[config.mk]
export PLATFORM = sky130hd
export DESIGN_NAME = pipe_adder
export DESIGN_NICKNAME = d
export VERILOG_FILES = /design/src/rtl/pipe_adder.sv
export SDC_FILE = /design/constraint.sdc
export NUM_CORES = 1
export LEC_CHECK = 0
export CAP_MARGIN = 20
export CORE_UTILIZATION = 57
export DETAILED_ROUTE_END_ITERATION = 6
export PLACE_DENSITY = 0.84
export SYNTH_ARGS = -nofsm -noshare
export SYNTH_HDL_FRONTEND = slang
export SYNTH_SLANG_ARGS = --single-unit
[constraint.sdc]
create_clock -name clk -period 3.4 [get_ports clk]
set_input_delay 0.85 -clock clk [delete_from_list [all_inputs] [get_ports clk]]
set_output_delay 0.85 -clock clk [all_outputs]
set_load 0.05 [all_outputs]
[src/rtl/pipe_adder.sv]
// pipe_adder: carry-chunked pipelined adder with valid/ready handshakes.
// WIDTH bits are split into STAGES chunks of CW = WIDTH/STAGES bits; stage k
// adds chunk k plus the carry left by stage k-1, and each item's operands
// travel with it so chunks of different items never mix.
// Optional feature: define PIPE_ADDER_SAT_EN to saturate sum on signed overflow.
module pipe_adder #(
  parameter int WIDTH  = 16,
  parameter int STAGES = 4
) (
  input  logic             clk,
  input  logic             rst_n,
  input  logic [WIDTH-1:0] a,
  input  logic [WIDTH-1:0] b,
  input  logic             cin,
  input  logic             in_valid,
  output logic             in_ready,
  output logic [WIDTH-1:0] sum,
  output logic             cout,
  output logic             overflow,
  output logic             out_valid,
  input  logic             out_ready
);

  localparam int CW = WIDTH / STAGES;

`ifdef PIPE_ADDER_SAT_EN
  // Clamp to the signed extreme on the side the operands came from.
  function automatic logic [WIDTH-1:0] sat_sum(input logic [WIDTH-1:0] s,
                                               input logic             ovf,
                                               input logic             neg);
    if (!ovf)
      return s;
    return neg ? {1'b1, {(WIDTH-1){1'b0}}} : {1'b0, {(WIDTH-1){1'b1}}};
  endfunction
`endif

  logic [STAGES-1:0] vld_q, vld_d;
  logic [STAGES-1:0] src_vld;
  logic [STAGES-1:0] adv;
  logic [STAGES-1:0] ld;

  logic [WIDTH-1:0] a_st [STAGES];
  logic [WIDTH-1:0] b_st [STAGES];
  logic [WIDTH-1:0] s_st [STAGES];
  logic             c_st [STAGES];

  // Stage k moves when any stage from k to the output has a hole, or the
  // output is being taken; written in closed form to avoid a comb self-loop.
  always_comb begin
    for (int k = 0; k < STAGES; k++) begin
      adv[k] = out_ready;
      for (int j = k; j < STAGES; j++)
        if (!vld_q[j]) adv[k] = 1'b1;
    end
  end

  assign src_vld = STAGES'({vld_q, in_valid});
  assign ld      = adv & src_vld;
  assign vld_d   = (adv & src_vld) | (~adv & vld_q);

  // Stage valid bits; cleared immediately by reset so in-flight items vanish.
  always_ff @(posedge clk or negedge rst_n) begin
    if (!rst_n)
      vld_q <= '0;
    else
      vld_q <= vld_d;
  end

  for (genvar k = 0; k < STAGES; k++) begin : g_stage
    logic [WIDTH-1:0] a_in, b_in, s_in;
    logic             c_in;
    logic [CW:0]      chunk_d;
    logic [WIDTH-1:0] s_d;
    logic [WIDTH-1:0] a_q, b_q, s_q;
    logic             c_q;

    if (k == 0) begin : g_head
      assign a_in = a;
      assign b_in = b;
      assign s_in = '0;
      assign c_in = cin;
    end else begin : g_link
      assign a_in = a_st[k-1];
      assign b_in = b_st[k-1];
      assign s_in = s_st[k-1];
      assign c_in = c_st[k-1];
    end

    // Add this stage's chunk and splice it into the partial sum.
    always_comb begin
      chunk_d = {1'b0, a_in[k*CW +: CW]} + {1'b0, b_in[k*CW +: CW]} + {{CW{1'b0}}, c_in};
      s_d = s_in;
      s_d[k*CW +: CW] = chunk_d[CW-1:0];
    end

    if (k == STAGES-1) begin : g_out
      // Output stage: reset so sum/cout/overflow read zero, held while stalled.
      always_ff @(posedge clk or negedge rst_n) begin
        if (!rst_n) begin
          a_q <= '0;
          b_q <= '0;
          s_q <= '0;
          c_q <= 1'b0;
        end else if (ld[k]) begin
          a_q <= a_in;
          b_q <= b_in;
          s_q <= s_d;
          c_q <= chunk_d[CW];
        end
      end
    end else begin : g_mid
      // Interior stage data: no reset needed, qualified by the valid bit.
      always_ff @(posedge clk) begin
        if (ld[k]) begin
          a_q <= a_in;
          b_q <= b_in;
          s_q <= s_d;
          c_q <= chunk_d[CW];
        end
      end
    end

    assign a_st[k] = a_q;
    assign b_st[k] = b_q;
    assign s_st[k] = s_q;
    assign c_st[k] = c_q;
  end

  logic a_msb, b_msb, s_msb;
  assign a_msb = a_st[STAGES-1][WIDTH-1];
  assign b_msb = b_st[STAGES-1][WIDTH-1];
  assign s_msb = s_st[STAGES-1][WIDTH-1];

  assign overflow  = (a_msb == b_msb) && (s_msb != a_msb);
  assign cout      = c_st[STAGES-1];
  assign out_valid = vld_q[STAGES-1];
  assign in_ready  = adv[0];

`ifdef PIPE_ADDER_SAT_EN
  assign sum = sat_sum(s_st[STAGES-1], overflow, a_msb);
`else
  assign sum = s_st[STAGES-1];
`endif

endmodule

=== Yosys cells after proc, flatten, opt, wreduce, memory -nomap -nowiden ===
Index checks and enable logic that the tools add are counted.

* Flip-flop bits (word level): 176
* Input port bits: 37
* Output and inout bits: 20
* Logic and storage cells: 42

* $add $sub $neg: 8
* Equality and inequality tests: 2
* Multiplexer cells: 10
* Bitwise gates (word level): 4
* Reductions and logical operators: 1

{| class="wikitable"
|+ Operator list
! operator !! count
|-
| adder 4 x 4 -> 5 bit || 4
|-
| adder 5 x 1 -> 5 bit || 4
|-
| two-way mux 1 bit || 10
|-
| bitwise AND 4 bit || 2
|-
| NOT 4 bit || 1
|-
| bitwise OR 4 bit || 1
|-
| == test 1 bit || 1
|-
| logical AND 1 bit || 1
|-
| != test 1 bit || 1
|}

=== Logic depth before layout (Yosys ltp) ===
* Word-level depth: 7
* Mapped depth: 6
* Depth with buffers taken out: 6

=== Least setup slack after synthesis ===
Ideal clock, no wire load.

* Path kind: in2reg
* Start point: in out_ready
* End point: reg g_stage[0].a_q[10] (enable)
* Setup time: 388 ps
* Arrival time: 2214 ps
* Required time: 3012 ps
* Path slack: 798 ps
* Cell stages on the path: 3
* Path through: nor2b_4 nand4_1 and2_1

* Longest elaborated chain between the ends: 5

{| class="wikitable"
|+ RTL lines
! item !! line !! source
|-
| start: declaration || 21 || <nowiki>input logic out_ready</nowiki>
|-
| two-way mux 1 bit (4 in series) || 53 || <nowiki>if (!vld_q[j]) adv[k] = 1'b1;</nowiki>
|-
| named net in_ready || 16 || <nowiki>output logic in_ready,</nowiki>
|-
| bitwise AND 4 bit || 58 || <nowiki>assign ld = adv & src_vld;</nowiki>
|-
| named net ld[0] || 40 || <nowiki>logic [STAGES-1:0] ld;</nowiki>
|-
| end signal: assignment || 115 || <nowiki>a_q <= a_in;</nowiki>
|-
| end: declaration || 74 || <nowiki>logic [WIDTH-1:0] a_q, b_q, s_q;</nowiki>
|}

The timed path passes the listed nets, and every way through them passes these cells.
A chain may end at the register's enable or synchronous reset.

=== Final worst setup path ===
* Start point: in out_ready
* End point: out in_ready

* Longest elaborated chain between the ends: 4

{| class="wikitable"
|+ RTL lines
! item !! line
|-
| two-way mux 1 bit (4 in series) || 53
|-
| end: declaration || 16
|}

Every way passes these cells.

==> results <==
- The run finished with clean final reports.
- The count of pins on the block boundary is 57.
- The detailed router placed 1,740 vias in this run.
- Setup repair after global routing left no endpoint under its margin.
- In this run the vertical extent of the chip is 83.3 um.
- In this run the standard cell core region covers ~6300 um^2.
- The library cell used as clock root buffer is sky130_fd_sc_hd__clkbuf_8.
- In this run the tool buffered the top-level ports with 56 buffer cells.
- The number of levels the H-tree was split into is 3.
- In the layout the commonest cells are sky130_fd_sc_hd__edfxtp_1, sky130_fd_sc_hd__clkdlybuf4s50_1, sky130_fd_sc_hd__dfrtp_1.
- For this run, global-route usage on met1 was measured as 0.194.
- The depth of the most critical reg-to-reg path is 5.
- Dividing the final minimum period by the clock period gives 0.801.
- The worst reg2reg path endpoint is cout.
- The yosys synthesis warning count is 0.
- The sum of net half-perimeters after detailed placement is approximately 3.5 mm.
- The library cell used most frequently in the layout, excluding fill and tap cells, is sky130_fd_sc_hd__edfxtp_1.
- The worst clock skew on the final layout is approximately 5.7 ps.
- The overflow left after global routing is 0.
- The sort of element at the start of the critical path is an input port.
- The detailed-route vias per instance is about 4.9.
- The launch instance of the worst register-to-register path is g_stage[2].a_q[12].
- The first TritonRoute pass finished after 4 iterations.
- The total power per unit cell area is roughly 700 nW/um^2.
- The synthesized net count is between 200 and 300.
- The area of the mapped netlist is about 3800 um^2.
- In this run, synthesis produced a sequential element count of 98.
- The filler cell count is ~390.
- The top fanout value on the critical path is 5.
- By area the synthesized netlist is led by sky130_fd_sc_hd__edfxtp_1, sky130_fd_sc_hd__dfrtp_1, sky130_fd_sc_hd__mux2_4.
- The per-cell routed wire length is 14.0 um.
- The number of sinks handled by clock tree synthesis is 98.
- The tightest min-delay check is of the flip-flop to flip-flop type.
- Final hold analysis gives a worst-case slack of 419 ps.
- The leakage component of the power is about 1.9 nW.
- The number of routed nets with antenna violations is 0.
- Row generation in the floorplan step produced 29 rows.
- The arrival time at the worst endpoint is 1870 ps.
- The worst max-slew margin expressed relative to the limit is 0.655.
- In the routed design, unresolved DRC markers number 0.
- The critical path ends at in_ready.
- The hold-fix buffer count after cts is 0.
- The top-area cell type share of the netlist area is 0.598.
- The maximum clock path buffer count is 2.
- The shortest clock period the worst path allows after layout is 2720 ps.
- The proportion of layout cells with a drive suffix above 1 is 0.142.
- The die is about 83 um wide.
- The count of final max-slew check failures is 0.
- VDD sags by at most roughly 0.47 mV.
- The antenna diode count is 0.
- The initial utilization of the core area, before any placement, comes to 0.593.
- The total wire length is ~4.9 mm.
- The required time of the worst setup path is between 2000 and 3000 ps.
- At the pin with the least slew margin, the transition time is ~520 ps.
- The number of buffers created by CTS is 9.
- The met2 usage in global routing is 0.262.
- Counting every instance in the synthesized netlist gives between 200 and 250.
- For this run, the top clock speed supported by timing is ~370 MHz.
- The number of max-cap violations is 0.
- The via count of the first global-routing pass is 1,795.
- The number of endpoints failing setup at the final stage is 0.
- Tracing the worst setup path back leads to its startpoint at out_ready.
- The clock reaches the later pin of the worst-skew pair after between 300 and 400 ps.
- Dividing the synthesized area by the synthesized cell count gives 18.7 um^2.
- The number of hold violations in the final report is 0.
- The die area is a little under 7000 um^2.
- The layer carrying the most global-route usage is met2.
- Entering global routing, the biggest net connects 30 pins.
- The post-layout net count is around 330.
- The slack of the worst reg-to-reg path is roughly 1600 ps.
- The cell taking the most area after synthesis is sky130_fd_sc_hd__edfxtp_1.
- The met3 usage in global routing is 0.0338.
- The global-route wire length before repair is approximately 8.1 mm.
- The aggregate global-route resource usage is 0.158.
- The number of gates resized after cts is 0.
- At the end of routability-driven placement, the weighted congestion stood at approximately 0.73.
- The worst setup path is captured at an output pin.
- The startpoint-to-endpoint class of the critical path is input port to output pin.
- Of the synthesized area, sequential elements account for 0.751.
- The number of buffers added for setup after CTS is 0.
- Relative to the synthesized area, the layout overhead comes to 23.9%.
- TritonCTS built the clock tree.
- The number of violations reported at the end of detailed-routing iteration 0 is 58.
- The initial antenna violation count came to 0.
- The final setup TNS is 0 ps.
- The distinct cell type count after synthesis is 23.
- After clock tree synthesis, the clock-pin slew on the worst setup and hold paths is 80 ps.
[Yosys cell counts, drive strengths merged]
library cell / instances
dfrtp: 23
nand4: 1
fa: 8
nor2: 1
a21o: 5
xnor2: 7
edfxtp: 75
o21ai: 7
inv: 16
nor2b: 4
mux2: 16
and2: 3
nand2b: 7
buf: 2
nand2: 6
xor2: 1
nand3: 1
a21oi: 5
ha: 12
or2: 1
[cell type report]
type                       count  area, um^2  area share
tap                           77        96.3      0.0206
timing repair buffer          60         608       0.130
multi-input combinational     85         857       0.184
sequential                    98        2830       0.606
clock buffer                  10         128      0.0273
inverter                      16        60.1      0.0129
clock inverter                 6        90.1      0.0193
[metrics by stage]
stage               utilization  area [um^2]  cells  power (mW)  setup slack (ps)
finish                    0.735         4670    352        3.20               675
global route              0.735         4670    352        3.34               622
CTS                       0.731         4640    351        3.23               670
detailed placement        0.696         4420    335        2.45               668
global placement          0.696         4420    335        2.42               748
floorplan                     -         3770    201        2.17               798
[worst max-delay path, stage by stage]
cell                              delay (ps)
sky130_fd_sc_hd__clkdlybuf4s50_1         440
sky130_fd_sc_hd__nor2b_4                 170
sky130_fd_sc_hd__nand4_1                 170
sky130_fd_sc_hd__buf_4                   240
[where the power goes]
group | internal [mW] | switching [mW] | total, mW
logic | 0.344 | 0.475 | 0.819
registers | 1.51 | 0.0845 | 1.60
clock network | 0.417 | 0.366 | 0.783
[layer usage]
layer / part of all wire / up-vias / routed length (um)
li1: - / 858 / -
met1: 0.42 / 836 / 2070
met2: 0.53 / 38 / 2620
met3: 0.031 / 8 / 154
met4: 0.019 / 0 / 95
met5: 0 / - / 0
[kinds of logic after synthesis]
| group | after synthesis | share of synthesized area |
|---|---|---|
| and+or+nand+nor | 24 | 0.0389 |
| xor gates and xnor gates | 8 | 0.0186 |
| buffers and inverters | 18 | 0.0219 |
| muxes | 16 | 0.0618 |
| DFF | 98 | 0.751 |
| adders and majority gates | 20 | 0.0824 |
| AOI/OAI and AO/OA | 17 | 0.0259 |
[worst min-delay path by stage]
stage                        from            endpoint  slack, ps  cells after the start
6_report        g_stage[0].s_q[1]   g_stage[1].s_q[1]        420                      0
5_1_grt         g_stage[1].s_q[3]   g_stage[2].s_q[3]        420                      0
4_1_cts         g_stage[0].s_q[1]   g_stage[1].s_q[1]        420                      0
3_5_place_dp   g_stage[0].a_q[15]  g_stage[1].a_q[15]        400                      0
3_3_place_gp    g_stage[1].s_q[0]   g_stage[2].s_q[0]        400                      0
2_1_floorplan  g_stage[0].a_q[10]  g_stage[1].a_q[10]        400                      0
[sequential cells by signal (all words and copies together), names as in the netlist, named ones only]
name / flops
g_stage.s_q: 24
cout: 1
g_stage.c_q: 3
g_stage.a_q: 25
sum: 16
g_stage.b_q: 25
Power figures use the tool's default switching activity.
